`src/rtl/uart_rx_pkg.sv`:
```
// uart_rx_pkg: frame constants and receiver state encoding shared by the
// uart_rx block and its FIFO.
package uart_rx_pkg;

  localparam int UART_DATA_BITS = 8;

  typedef enum logic [1:0] {
    UART_RX_IDLE,
    UART_RX_START,
    UART_RX_DATA,
    UART_RX_STOP
  } uart_rx_state_t;

endpackage

```
`src/rtl/uart_rx_fifo.sv`:
```
// uart_rx_fifo: show-ahead circular receive buffer.
//   clk, rst : clock, synchronous active-high reset
//   push/din : write din when not full (or when a pop happens the same cycle)
//   pop      : drop the head entry; ignored while empty
//   dout     : head entry, reads 0 while empty
//   empty    : no entries held
//   full     : DEPTH entries held
module uart_rx_fifo #(
  parameter int WIDTH = 8,
  parameter int DEPTH = 4
) (
  input  logic             clk,
  input  logic             rst,
  input  logic             push,
  input  logic [WIDTH-1:0] din,
  input  logic             pop,
  output logic [WIDTH-1:0] dout,
  output logic             empty,
  output logic             full
);

  localparam int AW = $clog2(DEPTH);

  logic [WIDTH-1:0] mem [DEPTH];
  logic [AW:0]      wr_ptr;
  logic [AW:0]      rd_ptr;
  logic             do_push;
  logic             do_pop;

  // Pointers carry one extra wrap bit so full and empty are distinguishable.
  assign empty = (wr_ptr == rd_ptr);
  assign full  = (wr_ptr[AW] != rd_ptr[AW]) && (wr_ptr[AW-1:0] == rd_ptr[AW-1:0]);

  // When full, a concurrent pop frees the head slot, which is exactly the
  // slot the write pointer addresses, so the push can land there.
  assign do_pop  = pop & ~empty;
  assign do_push = push & (~full | do_pop);

  assign dout = empty ? '0 : mem[rd_ptr[AW-1:0]];

  always_ff @(posedge clk) begin
    if (rst) begin
      wr_ptr <= '0;
      rd_ptr <= '0;
    end else begin
      if (do_push) wr_ptr <= wr_ptr + 1'b1;
      if (do_pop)  rd_ptr <= rd_ptr + 1'b1;
    end
  end

  always_ff @(posedge clk) begin
    if (do_push && !rst) mem[wr_ptr[AW-1:0]] <= din;
  end

endmodule

```
`src/rtl/uart_rx.sv`:
```
// uart_rx: 8N1 asynchronous serial receiver with a small receive FIFO.
//   clk       : system clock
//   rst       : synchronous active-high reset
//   RX        : serial line, idle high, asynchronous to clk
//   rd_en     : pop FIFO head (ignored while rx_valid = 0)
//   err_clr   : clear frame_err and overrun
//   rx_data   : FIFO head (show-ahead)
//   rx_valid  : FIFO not empty
//   busy      : a frame is being received
//   frame_err : sticky, stop bit sampled low
//   overrun   : sticky, byte dropped on a full FIFO
module uart_rx
  import uart_rx_pkg::*;
#(
  parameter int CLKS_PER_BIT = 16,
  parameter int FIFO_DEPTH   = 4
) (
  input  logic       clk,
  input  logic       rst,
  input  logic       RX,
  input  logic       rd_en,
  input  logic       err_clr,
  output logic [7:0] rx_data,
  output logic       rx_valid,
  output logic       busy,
  output logic       frame_err,
  output logic       overrun
);

  localparam int CW = $clog2(CLKS_PER_BIT);
  localparam logic [CW-1:0] HALF_CNT = CW'(CLKS_PER_BIT / 2 - 1);
  localparam logic [CW-1:0] LAST_CNT = CW'(CLKS_PER_BIT - 1);

  uart_rx_state_t             state;
  logic [CW-1:0]              cnt;
  logic [2:0]                 bit_idx;
  logic [UART_DATA_BITS-1:0]  shift_reg;
  logic                       rx_meta;
  logic                       rx_s;
  logic                       rx_d;
  logic                       stop_tick;
  logic                       push;
  logic                       frame_set;
  logic                       overrun_set;
  logic                       fifo_empty;
  logic                       fifo_full;

  // Stop-bit decision is made combinationally so the byte is written on the
  // same edge that returns the FSM to IDLE.
  assign stop_tick   = (state == UART_RX_STOP) && (cnt == LAST_CNT);
  assign push        = stop_tick & rx_s;
  assign frame_set   = stop_tick & ~rx_s;
  assign overrun_set = push & fifo_full & ~rd_en;

  assign busy     = (state != UART_RX_IDLE);
  assign rx_valid = ~fifo_empty;

  always_ff @(posedge clk) begin
    if (rst) begin
      state     <= UART_RX_IDLE;
      cnt       <= '0;
      bit_idx   <= '0;
      shift_reg <= '0;
      rx_meta   <= 1'b1;
      rx_s      <= 1'b1;
      rx_d      <= 1'b1;
      frame_err <= 1'b0;
      overrun   <= 1'b0;
    end else begin
      rx_meta <= RX;
      rx_s    <= rx_meta;
      rx_d    <= rx_s;

      case (state)
        UART_RX_IDLE: begin
          if (rx_d && !rx_s) begin
            state <= UART_RX_START;
            cnt   <= '0;
          end
        end
        UART_RX_START: begin
          if (cnt == HALF_CNT) begin
            if (rx_s) begin
              state <= UART_RX_IDLE;
            end else begin
              state   <= UART_RX_DATA;
              cnt     <= '0;
              bit_idx <= '0;
            end
          end else begin
            cnt <= cnt + 1'b1;
          end
        end
        UART_RX_DATA: begin
          if (cnt == LAST_CNT) begin
            shift_reg[bit_idx] <= rx_s;
            cnt                <= '0;
            if (bit_idx == 3'd7) state <= UART_RX_STOP;
            else                 bit_idx <= bit_idx + 1'b1;
          end else begin
            cnt <= cnt + 1'b1;
          end
        end
        UART_RX_STOP: begin
          if (cnt == LAST_CNT) state <= UART_RX_IDLE;
          else                 cnt   <= cnt + 1'b1;
        end
        default: state <= UART_RX_IDLE;
      endcase

      // A set event in the same cycle as err_clr wins.
      frame_err <= frame_set   | (frame_err & ~err_clr);
      overrun   <= overrun_set | (overrun   & ~err_clr);
    end
  end

  uart_rx_fifo #(
    .WIDTH (UART_DATA_BITS),
    .DEPTH (FIFO_DEPTH)
  ) u_fifo (
    .clk   (clk),
    .rst   (rst),
    .push  (push),
    .din   (shift_reg),
    .pop   (rd_en),
    .dout  (rx_data),
    .empty (fifo_empty),
    .full  (fifo_full)
  );

endmodule
```
`config.mk`:
```
export PLATFORM = sky130hd
export DESIGN_NAME = uart_rx
export DESIGN_NICKNAME = d
export VERILOG_FILES = /design/src/rtl/uart_rx_pkg.sv /design/src/rtl/uart_rx_fifo.sv /design/src/rtl/uart_rx.sv
export SDC_FILE = /design/constraint.sdc
export NUM_CORES = 1
export LEC_CHECK = 0
export ABC_AREA = 1
export CORE_UTILIZATION = 30
export DETAILED_ROUTE_END_ITERATION = 10
export GPL_TIMING_DRIVEN = 0
export PLACE_DENSITY = 0.51
export SLEW_MARGIN = 20
export SYNTH_ARGS = -nofsm -noshare
export SYNTH_HDL_FRONTEND = slang
export SYNTH_HIERARCHICAL = 1
export SYNTH_SLANG_ARGS = --single-unit
export TNS_END_PERCENT = 5
```
`constraint.sdc`:
```
create_clock -name clk -period 4.2 [get_ports clk]
set_input_delay 0.84 -clock clk [delete_from_list [all_inputs] [get_ports clk]]
set_output_delay 0.84 -clock clk [all_outputs]
set_load 0.05 [all_outputs]
```
==> flow_metrics.tcl <==
set metrics [dict create \
    status "complete, no violations" \
    vdd_drop_max_v 0.0002059 \
    track_usage_pct 12.17 \
    grt_pass1_wl_um 9266 \
    area_growth_pct 18.35 \
    num_vias 2046 \
    gr-total-overflow 0 \
    synth_area_leaders "edfxtp_1 (34%), dfxtp_1 (21%), nand2_1 (6.3%)" \
    grt_max_degree 13 \
    yosys.cell_types.count 34 \
    clock_skew_ns 0.005522 \
    synth_area_sq_mm 0.002844 \
    detailed_place_hpwl_um 3754 \
    drc 0 \
    hold_class "reg -> reg" \
    n_antenna_cell 0 \
    firstDrtPassIters 4 \
    slowest_stage "clkdlybuf4s50_1" \
    routedWlPerCell_um 12.02 \
    ios 17 \
    antenna_found_initial 0 \
    worst-path-buf-inv 5 \
    cts-root-buf "clkbuf_8" \
    clk_latency_ns 0.33 \
    cts.path.max_buffers 2 \
    cts-hold-fix-buffers 0 \
    period_needed_ns 3.145 \
    synth_top_area_cell "edfxtp_1" \
    tns_ns 0 \
    fmax_ghz 0.3179 \
    cts_inserted_buffers 9 \
    clkSlewWorstSetupHoldPaths_ns 0.07 \
    worstMarginPinSlew_ns 0.7686 \
    synth_fp_nets 315 \
    syn_avg_cell_area_sq_um 9.417 \
    wl_um 5350 \
    cts_resized 0 \
    yosysWarnings 6 \
    num-fill-cells 936 \
    synth_cells 302 \
    p_comb_share_pct 7.7 \
    start_util_pct 30.93 \
    htree_levels 3 \
    cts_setup_buffers 0 \
    critPathKind "reg -> out" \
    path_max_fanout 10 \
    setup.worst_path.start_class "register" \
    arrival_ns 2.31 \
    grt_pass1_vias 1979 \
    power_density_mw_per_mm2 394.7 \
    place_area_sq_mm 0.003143 \
    slew_violations 0 \
    ant_nets 0 \
    dpl.cell_count 429 \
    stdcell_count 445 \
    nets 342 \
    cp-end-kind "output pin" \
    cp_cell_sequence "buf_4 > clkinv_2 > buf_4 > nor2_1 > o32ai_1 > nand2_1 > inv_1 > clkdlybuf4s50_1" \
    design_area_sq_mm 0.003366 \
    fp-row-count 35 \
    leakage_nw 1.307 \
    p_int_mw 1.006 \
    vias_per_cell 4.598 \
    yosys.area.top_type_share_pct 33.79 \
    drive_above_1_share_pct 16.17 \
    clock-sinks 62 \
    routabilityCongestion 0.7579 \
    switching_power_uw 323.0 \
    worst_path_most_repeated_cell "buf_4" \
    ys_seq_area_share_pct 54.91 \
    cts_tree "done" \
    p_seq_share_pct 48.8 \
    hold_viol_final 0 \
    slowest_delay_ns 0.78 \
    largest_reg_flops 32 \
    dieArea_sq_mm 0.009873 \
    critical_path.top_delay_family "buffers and inverters" \
    p_sw_share_pct 24.31 \
    die_x_um 99.37 \
    drt_iter0_drc 54 \
    die_h_um 99.37 \
    ys_ff_latch 62 \
    port_buffers 16 \
    relSlewSlack_pct 48.53 \
    max_cap_violations 0 \
    worstPathRequired_ns 3.36 \
    p_clk_share_pct 43.5 \
    setup_viol 0 \
    fin_crit_sh_pct 74.89 \
    rsz0062_at_grt "false" \
    core_sq_mm 0.009196 \
]
[power by group through the flow]
stage / clock (mW) / combinational (mW) / sequential, mW
6_report: 0.578 / 0.103 / 0.648
2_1_floorplan: 0 / 0.0747 / 0.659
4_1_cts: 0.592 / 0.104 / 0.647
3_3_place_gp: 0 / 0.103 / 0.661
5_1_grt: 0.618 / 0.116 / 0.649
3_5_place_dp: 0 / 0.103 / 0.661
[cells by family (layout without fill, tap and decap cells)]
family / after synthesis / count (layout) / share of synthesized area (%)
xor gates and xnor gates: 4 / 4 / 1.496
AOI/OAI and AO/OA: 50 / 50 / 10.65
adders and majority gates: 8 / 8 / 3.520
and+or+nand+nor: 133 / 133 / 22.75
buffers and inverters: 45 / 77 / 6.687
DFF: 62 / 62 / 54.91
[cell type report]
| class | count | area, sq um | share of cell area (%) |
|---|---|---|---|
| flip-flops and latches | 62 | 1562 | 46.39 |
| multi-input cells | 195 | 1092 | 32.45 |
| repair buffers | 16 | 160.2 | 4.758 |
| inverters | 38 | 145.1 | 4.312 |
| well taps | 111 | 138.9 | 4.126 |
| clock buffers | 9 | 123.9 | 3.680 |
| clock inverters | 7 | 98.84 | 2.937 |
| plain buffers | 7 | 45.04 | 1.338 |
[synthesized netlist by cell type]
cell type and number:
buf_2 2, clkbuf_1 1, nor3b_2 4, nand2_1 48, xor2_1 3, buf_6 1
a21oi_2 4, nor2_1 46, o21ai_1 2, dfxtp_1 30, edfxtp_1 32, inv_2 3
nand3_1 14, nor3_1 1, nor2_2 3, clkinv_2 2, xnor2_2 1, or2_2 2
nor3_4 1, inv_1 33, nand4_4 1, nand2_2 6, nand4_1 2, a21oi_1 18
clkbuf_2 1, nand3_2 2, buf_4 2, nand2_4 2, o32ai_1 8, ha_1 8
o2111ai_1 1, o21ai_0 16, nand3b_1 1, o21ai_2 1
[per-stage QoR]
step           hold WS, ns  total power, mW  setup WS [ns]  util, %
2_1_floorplan       0.3895           0.7334          2.097        -
3_3_place_gp        0.3969           0.7639          1.406    34.18
3_5_place_dp        0.4016           0.7639          1.409    34.18
4_1_cts             0.4190            1.343          1.032    36.60
5_1_grt             0.4427            1.383         0.8808    36.60
6_report            0.4196            1.328          1.055    36.60
[layout by cell type, fill, tap and decap left out, types with 3 or more instances in the layout]
master,instances
nand2_1,48
nor2_1,46
inv_1,33
edfxtp_1,32
dfxtp_1,30
a21oi_1,18
o21ai_0,16
clkdlybuf4s50_1,16
nand3_1,14
clkbuf_8,9
ha_1,8
o32ai_1,8
nand2_2,6
nor3b_2,4
a21oi_2,4
inv_2,3
nor2_2,3
clkinv_2,3
xor2_1,3
clkinv_4,3
[final timing paths]
| path | to | startpoint | slack, ns | depth (start not counted) |
|---|---|---|---|---|
| setup / recovery | rx_data[6] | register | 1.05 | 8 |
| hold / removal | rx_s | rx_meta | 0.42 | 1 |
| setup reg to reg | u_fifo/mem[2][3] | cnt[0] | 1.86 | 7 |
| hold reg to reg | rx_s | rx_meta | 0.42 | 1 |
[metal layers]
| metal | wire [um] | vias to the layer above | share of wire (%) | GRT usage [%] |
|---|---|---|---|---|
| li1 | - | 1070 | - | - |
| met1 | 2563 | 937 | 48 | 15.34 |
| met2 | 2553 | 32 | 48 | 19.98 |
| met3 | 168 | 7 | 3.1 | 2.741 |
| met4 | 64 | 0 | 1.2 | 5.430 |
| met5 | 0 | - | 0 | 0 |
No activity file was read; power rests on OpenSTA's default activity.
